$ cat src/rtl/audio_pkg.sv
// Shared types and constants for the audio soft-mute stage.
package audio_pkg;

    typedef enum logic [2:0] {MUTED, HOLD, RAMP_UP, UNMUTED, RAMP_DOWN} mute_state_t;

    localparam int              GAIN_W   = 9;
    localparam logic [GAIN_W-1:0] GAIN_ONE = 9'd256;

    // Width of a down-counter that must hold n-1 (at least one bit).
    function automatic int cnt_width(input int n);
        return (n > 1) ? $clog2(n) : 1;
    endfunction

endpackage

$ cat src/rtl/audio_gain_ch.sv
// One audio channel: optional DC blocker (AUDIO_DCBLOCK_EN), gain multiply, output register.
module audio_gain_ch
    import audio_pkg::*;
#(
    parameter int DW = 16
`ifdef AUDIO_DCBLOCK_EN
    , parameter int DC_SHIFT = 10
`endif
) (
    input  logic              clk_sys,
    input  logic              reset_n,
`ifdef AUDIO_DCBLOCK_EN
    input  logic              ce,
    input  logic              clr,
`endif
    input  logic [DW-1:0]     in_x,
    input  logic [GAIN_W-1:0] gain,
    output logic [DW-1:0]     out_y
);

    logic [DW-1:0] mult_in;

`ifdef AUDIO_DCBLOCK_EN
    localparam int XW = DW + 2;

    localparam logic signed [XW+1:0] DMAX = {{5{1'b0}}, {(DW-1){1'b1}}};
    localparam logic signed [XW+1:0] DMIN = {{5{1'b1}}, {(DW-1){1'b0}}};
    localparam logic signed [XW+1:0] YMAX = {{3{1'b0}}, {(XW-1){1'b1}}};
    localparam logic signed [XW+1:0] YMIN = {{3{1'b1}}, {(XW-1){1'b0}}};

    logic signed [XW-1:0] x1_q, x1_d, y1_q, y1_d;
    logic        [DW-1:0] filt_q, filt_d;
    logic signed [XW+1:0] y_full;
    logic signed [XW-1:0] y1_shr;

    // y = x - x1 + y1 - (y1 >>> DC_SHIFT), evaluated with two guard bits.
    always_comb begin
        y1_shr = y1_q >>> DC_SHIFT;
        y_full = $signed({{4{in_x[DW-1]}}, in_x})
               - $signed({{2{x1_q[XW-1]}}, x1_q})
               + $signed({{2{y1_q[XW-1]}}, y1_q})
               - $signed({{2{y1_shr[XW-1]}}, y1_shr});

        if (y_full > DMAX)      filt_d = DMAX[DW-1:0];
        else if (y_full < DMIN) filt_d = DMIN[DW-1:0];
        else                    filt_d = y_full[DW-1:0];

        x1_d = x1_q;
        y1_d = y1_q;
        if (clr) begin
            x1_d = '0;
            y1_d = '0;
        end else if (ce) begin
            x1_d = $signed({{2{in_x[DW-1]}}, in_x});
            if (y_full > YMAX)      y1_d = YMAX[XW-1:0];
            else if (y_full < YMIN) y1_d = YMIN[XW-1:0];
            else                    y1_d = y_full[XW-1:0];
        end
    end

    always_ff @(posedge clk_sys or negedge reset_n) begin
        if (!reset_n) begin
            x1_q   <= '0;
            y1_q   <= '0;
            filt_q <= '0;
        end else begin
            x1_q   <= x1_d;
            y1_q   <= y1_d;
            filt_q <= filt_d;
        end
    end

    assign mult_in = filt_q;
`else
    assign mult_in = in_x;
`endif

    logic signed [DW+8:0] prod;
    logic        [DW-1:0] out_d, out_q;

    // Taking bits [DW+7:8] of the signed product is the arithmetic >>> 8 (floor).
    always_comb begin
        prod  = $signed({{9{mult_in[DW-1]}}, mult_in}) * $signed({{DW{1'b0}}, gain});
        out_d = prod[DW+7:8];
    end

    // NOTE: sequential state uses non-blocking assignments so every flop samples pre-edge values.
    always_ff @(posedge clk_sys or negedge reset_n) begin
        if (!reset_n) out_q <= '0;
        else          out_q <= out_d;
    end

    assign out_y = out_q;

endmodule

$ cat src/rtl/audio_soft_mute.sv
// Click-free mute/unmute: hold after reset, then linear gain ramp 0..256 paced by ce.
// Optional DC blocker per channel when AUDIO_DCBLOCK_EN is defined.
module audio_soft_mute
    import audio_pkg::*;
#(
    parameter int DW         = 16,
    parameter int HOLD_TICKS = 2**20,
    parameter int RAMP_DIV   = 1024,
    parameter int DC_SHIFT   = 10
) (
    input  logic          clk_sys,
    input  logic          reset_n,
    input  logic          ce,
    input  logic          mute,
    input  logic [DW-1:0] in_l,
    input  logic [DW-1:0] in_r,
    output logic [DW-1:0] out_l,
    output logic [DW-1:0] out_r,
    output logic          muted,
    output logic          ramping
);

    if (HOLD_TICKS < 1 || RAMP_DIV < 1 || DC_SHIFT < 1 || DC_SHIFT >= DW) begin : g_param_check
        $error("audio_soft_mute: illegal parameter value");
    end

    localparam int HW = cnt_width(HOLD_TICKS);
    localparam int SW = cnt_width(RAMP_DIV);
    localparam logic [HW-1:0] HOLD_LOAD = HW'(HOLD_TICKS - 1);
    localparam logic [SW-1:0] STEP_LOAD = SW'(RAMP_DIV - 1);

    mute_state_t       state_q, state_d;
    logic [HW-1:0]     hold_q, hold_d;
    logic [SW-1:0]     step_q, step_d;
    logic [GAIN_W-1:0] gain_q, gain_d;
    logic              muted_q, muted_d;
    logic              ramping_q, ramping_d;

    // NOTE: every always_comb output gets a default first so no path can infer a latch.
    always_comb begin
        state_d   = state_q;
        hold_d    = hold_q;
        step_d    = step_q;
        gain_d    = gain_q;
        muted_d   = (gain_q == '0);
        ramping_d = (state_q == RAMP_UP) || (state_q == RAMP_DOWN);

        case (state_q)
            MUTED: begin
                gain_d = '0;
                if (!mute) begin
                    state_d = HOLD;
                    hold_d  = HOLD_LOAD;
                end
            end
            HOLD: begin
                if (mute) begin
                    state_d = MUTED;
                end else if (ce) begin
                    if (hold_q == '0) begin
                        state_d = RAMP_UP;
                        step_d  = STEP_LOAD;
                    end else begin
                        hold_d = hold_q - 1'b1;
                    end
                end
            end
            // A direction change takes priority over a step landing on the same cycle.
            RAMP_UP: begin
                if (mute) begin
                    state_d = RAMP_DOWN;
                    step_d  = STEP_LOAD;
                end else if (ce) begin
                    if (step_q == '0) begin
                        gain_d = gain_q + 1'b1;
                        step_d = STEP_LOAD;
                        if (gain_q == (GAIN_ONE - 9'd1)) state_d = UNMUTED;
                    end else begin
                        step_d = step_q - 1'b1;
                    end
                end
            end
            UNMUTED: begin
                gain_d = GAIN_ONE;
                if (mute) begin
                    state_d = RAMP_DOWN;
                    step_d  = STEP_LOAD;
                end
            end
            RAMP_DOWN: begin
                if (!mute) begin
                    state_d = RAMP_UP;
                    step_d  = STEP_LOAD;
                end else if (ce) begin
                    if (step_q == '0) begin
                        gain_d = gain_q - 1'b1;
                        step_d = STEP_LOAD;
                        if (gain_q == 9'd1) state_d = MUTED;
                    end else begin
                        step_d = step_q - 1'b1;
                    end
                end
            end
            default: begin
                state_d = MUTED;
                gain_d  = '0;
            end
        endcase
    end

    // NOTE: only control/state flops get the async reset; nothing here is a memory array.
    always_ff @(posedge clk_sys or negedge reset_n) begin
        if (!reset_n) begin
            state_q   <= MUTED;
            hold_q    <= '0;
            step_q    <= '0;
            gain_q    <= '0;
            muted_q   <= 1'b1;
            ramping_q <= 1'b0;
        end else begin
            state_q   <= state_d;
            hold_q    <= hold_d;
            step_q    <= step_d;
            gain_q    <= gain_d;
            muted_q   <= muted_d;
            ramping_q <= ramping_d;
        end
    end

    gain_range_a: assert property (@(posedge clk_sys) disable iff (!reset_n) gain_q <= GAIN_ONE);

    assign muted   = muted_q;
    assign ramping = ramping_q;

`ifdef AUDIO_DCBLOCK_EN
    audio_gain_ch #(.DW(DW), .DC_SHIFT(DC_SHIFT)) u_ch_l (
        .clk_sys(clk_sys), .reset_n(reset_n), .ce(ce), .clr(state_q == MUTED),
        .in_x(in_l), .gain(gain_q), .out_y(out_l)
    );
    audio_gain_ch #(.DW(DW), .DC_SHIFT(DC_SHIFT)) u_ch_r (
        .clk_sys(clk_sys), .reset_n(reset_n), .ce(ce), .clr(state_q == MUTED),
        .in_x(in_r), .gain(gain_q), .out_y(out_r)
    );
`else
    audio_gain_ch #(.DW(DW)) u_ch_l (
        .clk_sys(clk_sys), .reset_n(reset_n), .in_x(in_l), .gain(gain_q), .out_y(out_l)
    );
    audio_gain_ch #(.DW(DW)) u_ch_r (
        .clk_sys(clk_sys), .reset_n(reset_n), .in_x(in_r), .gain(gain_q), .out_y(out_r)
    );
`endif

endmodule
$ cat config.mk
export PLATFORM = sky130hd
export DESIGN_NAME = audio_soft_mute
export DESIGN_NICKNAME = d
export VERILOG_FILES = /design/src/rtl/audio_pkg.sv /design/src/rtl/audio_gain_ch.sv /design/src/rtl/audio_soft_mute.sv
export SDC_FILE = /design/constraint.sdc
export NUM_CORES = 1
export LEC_CHECK = 0
export ABC_AREA = 1
export CAP_MARGIN = 10
export CORE_ASPECT_RATIO = 0.9
export CORE_MARGIN = 2
export CORE_UTILIZATION = 32
export DETAILED_ROUTE_END_ITERATION = 7
export HOLD_SLACK_MARGIN = 0.02
export SLEW_MARGIN = 20
export SYNTH_ARGS = -nofsm -noshare
export SYNTH_HDL_FRONTEND = slang
export SYNTH_SLANG_ARGS = --single-unit
export TNS_END_PERCENT = 10
$ cat constraint.sdc
create_clock -name clk_sys -period 4.53 [get_ports clk_sys]
set_input_delay 0.906 -clock clk_sys [delete_from_list [all_inputs] [get_ports clk_sys]]
set_output_delay 0.906 -clock clk_sys [all_outputs]
set_load 0.05 [all_outputs]
**After elaboration in Yosys (flattened, before gate mapping)**

Index checks and enable logic that the tools add are counted.

- Add/sub/neg operators: 4
- Multiply operators: 2
- Equal/unequal tests: 26
- Muxes and demuxes: 35
- Bitwise logic cells: 1
- Reductions and logical operators: 11

Operator list:

| kind | number |
|---|---|
| 10-bit 2-to-1 mux | 8 |
| 20-bit 2-to-1 mux | 4 |
| 9-bit 2-to-1 mux | 6 |
| 16-bit by 10-bit multiplier with 24-bit output | 2 |
| 10-bit one-hot mux with 4 select lines | 1 |
| 20-bit one-hot mux with 2 select lines | 1 |
| 3-bit 2-to-1 mux | 13 |
| 9-bit one-hot mux with 4 select lines | 1 |
| 20-bit logical NOT | 1 |
| 2-bit inequality test, second input constant | 10 |
| 20-bit by 1-bit subtractor with 20-bit output, second input constant | 1 |
| 3-bit one-hot mux with 5 select lines | 1 |
| 3-bit by 2-bit inequality test with 1-bit output, second input constant | 4 |
| 3-bit inequality test, second input constant | 4 |
| 10-bit logical NOT | 1 |
| 10-bit AND reduction | 1 |
| 5-bit AND reduction | 2 |
| 10-bit by 1-bit subtractor with 10-bit output, second input constant | 1 |
| 9-bit by 1-bit adder with 9-bit output, second input constant | 1 |
| 9-bit by 1-bit equality test with 1-bit output, second input constant | 1 |
| 9-bit by 8-bit equality test with 1-bit output, second input constant | 1 |
| 9-bit logical NOT | 1 |
| 9-bit by 1-bit subtractor with 9-bit output, second input constant | 1 |
| 7-bit AND reduction | 1 |
| other kinds (9) | 11 |

- Flip-flop bits (word level): 76
- Bits of input ports: 36
- Output and inout port bits: 34
- Word-level logic and storage cells: 87

**Logic depth before layout (Yosys ltp)**

- Depth after elaboration: 6
- Gate-level depth with buffers: 26
- Mapped depth without buffers: 23

**Hierarchy**

A second synthesis with hierarchy kept.

- Cells, all modules: 2045
- Area total of the unflattened synthesis: 14889.3 um^2

Modules (own cells, without submodules):

| module | times used | cells each | area an instance (um^2) | sequential area each (um^2) |
|---|---|---|---|---|
| audio_gain_ch at u_ch_l | 1 | 799 | 5893.2 | 400.4 |
| audio_gain_ch at u_ch_r | 1 | 791 | 5833.1 | 400.4 |
| audio_soft_mute | 1 | 455 | 3163.0 | 1102.3 |

**Worst setup path before layout**

OpenSTA, ideal clock, no wires.

- Path kind: input to register
- Start point: input port in_l[15]
- End point: register u_ch_l.out_q[15], in the netlist u_ch_l.out_y[15]
- Setup time: 117 ps
- Arrival time: 5206 ps
- Required time: 4413 ps
- Setup slack: -793 ps
- Stages: 22
- Buffers on the path: 1
- Cells stage by stage: clkbuf_1 -> nand2_1 -> fa_1 -> inv_1 -> fa_1 -> inv_1 -> fa_1 -> inv_1 -> fa_1 -> inv_1 -> fa_1 -> inv_1 -> ha_1 -> inv_1 -> nor3_1 -> nand2_1 -> nor3_1 -> nand2_1 -> nand3_1 -> inv_1 -> nand2_1 -> nand2_1

- Longest elaborated chain between the ends: 1

Ends and longest elaborated chain:

| element | line | text |
|---|---|---|
| start, declared | audio_soft_mute.sv:15 | `input logic [DW-1:0] in_l,` |
| 16-bit by 10-bit multiplier with 24-bit output | audio_gain_ch.sv:83 | `prod = $signed({{9{mult_in[DW-1]}}, mult_in}) * $signed({{DW{1'b0}}, gain});` |
| via u_ch_l.prod[23] | audio_gain_ch.sv:78 | `logic signed [DW+8:0] prod;` |
| end signal, assigned | audio_gain_ch.sv:90 | `else out_q <= out_d;` |
| end, declared | audio_gain_ch.sv:79 | `logic [DW-1:0] out_d, out_q;` |

The timed path passes the listed nets, and every way through them passes these cells.
A chain may end at the register's enable or synchronous reset.

**Worst setup path in the final report**

- Start point: input port in_r[9]
- End point: register u_ch_r.out_q[14], in the netlist u_ch_r.out_y[14]

- Longest elaborated chain between the ends: 1

Ends and longest elaborated chain:

| element | line | text |
|---|---|---|
| start, declared | audio_soft_mute.sv:16 | `input logic [DW-1:0] in_r,` |
| 16-bit by 10-bit multiplier with 24-bit output | audio_gain_ch.sv:83 |  |
| via u_ch_r.prod[22] | audio_gain_ch.sv:78 |  |
| end signal, assigned | audio_gain_ch.sv:90 |  |
| end, declared | audio_gain_ch.sv:79 |  |

The timed path passes the listed nets, and every way through them passes these cells.

==> flow_summary.toml <==
[grt]
grt_util_all_layers_pct = 17.26
grt_pass1_vias = 13890
grt_max_degree = 77
grt_pass1_wl_um = 67770
grt_overflow = 0
grt_antenna_before_repair = 2

[route]
vias = 13050
dr.first_iter.drc_count = 735
wirelength_um = 39620
wire_per_inst_um = 13.69
via_per_inst = 4.510
ant_nets = 0
drc = 0
firstDrtPassIters = 5

[layout]
area_delta_synth_final_pct = 33.97
fillers = 4572
design_area_sq_mm = 0.01986
drive_gt1_share_pct = 27.63
fin_nets = 2650

[yosys]
synth.avg_cell_area_sq_um = 7.376
synth_edf_count = 0
syn-cell-area_sq_mm = 0.01483
yosysSeqAreaShare_pct = 12.84
ys_ff_latch = 76
synth_cell_types = 45
synth_ff_type = "dfrtp_1"
async_reset_ff_share_pct = 100.0
netlist_instances = 2010
synth_warnings = 0
synth.net_count = 2381

[run_status]
outcome = "finished with violations"
violations = "negative setup slack"

[die]
die_area_sq_mm = 0.04807
pin_count = 70
core_sq_mm = 0.04555
core.rowCount = 74
fp.dieW_um = 230.9
start_util_pct = 32.55
die_h_um = 208.2

[clock_tree]
worstSkewPairLatency_ps = 370
cts.htree.levels = 3
hold_buffers = 0
cts_sinks = 76
clockBufferDepth = 2
cts.reportedPaths.clkPinSlew_ps = 70
cts_tree = "yes"
cts_made_buffers = 9
clockRootBuffer = "clkbuf_16"

[place]
gp_congestion = 0.9179
io_buffers = 69
hpwl_um = 31150
placed_area_sq_mm = 0.01796

[power]
vdd_ir_drop_max_mv = 0.2887
report.power.total_mw = 11.51
power.density_mw_per_mm2 = 579.5
p_leak_nw = 11.25

[sta]
rsz0062_at_grt = "true"
clock_skew_ps = 11.14
maxSlewViolCount = 0
finalHoldViolCount = 0
timing.final.ws_setup_ps = -288.8
fin_crit_ps = 4819
fmax_mhz = 207.5
setup_viol = 28
setup_tns_ps = -4774
period_share_pct = 106.4
relSlewSlack_pct = 48.64
worst_pin_slew_ps = 770.4
whs_ps = 472.4

[worst_setup_path]
critical_path.max_stage_delay_ps = 570
cp_slowest_cell = "fa_1"
crit_chain = "buf_2, buf_6, nand2_4, fa_1, inv_1, fa_1, fa_1, fa_1, inv_2, fa_1, inv_2, ha_4, buf_4, nand2_4, buf_6, nor4_4, nand3_2, nand4_1, nand2_1"
startpoint = "in_r[9]"
path_common_cell = "fa_1"
crit_path_end_kind = "flip-flop"
crit_type = "in2reg"
required_ps = 4800
startpoint_type = "input port"
r2r_start = "gain_q[6]"
arrival_ps = 5080
cp_max_fo = 5

[min_path]
hp-class = "reg2reg"
hp-start = "step_q[8]"

[run]
drv_cap = 0
-- state kept, by name, indices dropped and copies added, names as in the netlist --
signal,flops
hold_q,20
u_ch_l.out_y,16
u_ch_r.out_y,16
step_q,10
gain_q,9
state_q,3
muted,1
ramping,1
-- cell usage in the layout, fill, tap and decap left out, types with 12 or more instances in the layout --
cell               n
nand2_1          488
inv_1            465
buf_4            220
fa_1             212
nor2_1            82
dfrtp_1           72
ha_1              71
nand3_1           58
nand2_2           55
inv_2             49
xor2_1            40
nand2_4           37
clkdlybuf4s50_1   37
ha_4              36
o21ai_0           31
o21ai_2           28
a21oi_2           26
buf_6             26
a21oi_1           20
buf_12            18
nor2_4            16
fa_2              16
buf_2             15
o21ai_1           14
nand4_1           13
nor2_2            13
xnor2_1           12
nand3_2           12
-- repair_timing --
item / in CTS / in global routing
hold endpoints to repair: 0 / 0
endpoints found under the setup margin: 32 / 32
gates cloned: 4 / 0
pin swaps: 180 / 70
buffers inserted: 49 / 9
resized for setup: 371 / 62
-- cell families (layout without fill, tap and decap cells) --
group | Yosys count | count (layout) | share of synthesized area, %
flops | 76 | 76 | 12.84
compound gates | 148 | 148 | 5.848
buf+inv | 594 | 868 | 15.49
other cells | 0 | 2 | 0
fa+ha+maj | 335 | 335 | 39.81
simple gates | 802 | 802 | 22.77
xor+xnor | 55 | 55 | 3.249
-- layer usage --
metal | global-route usage (%) | vias up | share of wire, %
met3 | 2.481 | 26 | 5.1
met4 | 3.849 | 0 | 1.2
met1 | 24.41 | 6389 | 47
met5 | 0 | - | 0
li1 | - | 6403 | -
met2 | 27.90 | 233 | 46
-- worst paths after layout --
| check | to | slack [ps] | cells after the start |
|---|---|---|---|
| worst max-delay path | u_ch_r.out_y[14] | -290 | 19 |
| worst min-delay path | step_q[8] | 470 | 2 |
| worst max register to register | u_ch_l.out_y[15] | -250 | 23 |
| worst min register to register | step_q[8] | 470 | 2 |
| max in group asynchronous | gain_q[6] | 3380 | 1 |
| min in group asynchronous | u_ch_l.out_y[6] | 590 | 1 |
-- per-stage QoR --
step	instances	setup slack [ps]	utilization [%]
2_1_floorplan	2010	-433.9	-
4_1_cts	2883	-332.6	42.90
3_3_place_gp	2814	-1304	39.42
3_5_place_dp	2814	-1289	39.42
5_1_grt	2892	-468.0	43.59
6_report	2894	-288.8	43.60
-- cell usage after synthesis (23+ instances only) --
cell | instances | area, sq um
nand2_1 | 564 | 2117
nor2_1 | 99 | 371.6
a21oi_1 | 53 | 265.3
buf_1 | 23 | 86.33
inv_1 | 510 | 1914
fa_1 | 228 | 4564
xor2_1 | 43 | 376.6
dfrtp_1 | 75 | 1877
ha_1 | 107 | 1339
nand3_1 | 66 | 330.3
clkbuf_1 | 36 | 135.1
o21ai_0 | 44 | 220.2
-- cell type report --
cell class                      count  area (sq um)  area share (%)
Timing Repair Buffer              334          2997           15.09
Tap cell                          608         760.7           3.830
Clock buffer                       12         246.5           1.241
Multi-Input combinational cell   1340         11970           60.24
Clock inverter                      4         27.53          0.1386
Inverter                          518          1954           9.839
Antenna cell                        2         5.005         0.02520
Sequential cell                    76          1907           9.600
-- where the power goes --
part	internal, mW	switching [mW]
Sequential	0.977	0.184
Clock	0.385	0.323
Combinational	4.23	5.42
-- critical path, delay by kind of cell --
kind,cells,cell delay (ps)
adder cells (fa/ha/maj),6,2850
buffers and inverters,7,650
AND/OR/NAND/NOR,6,690
(Power assumes the default switching activity.)
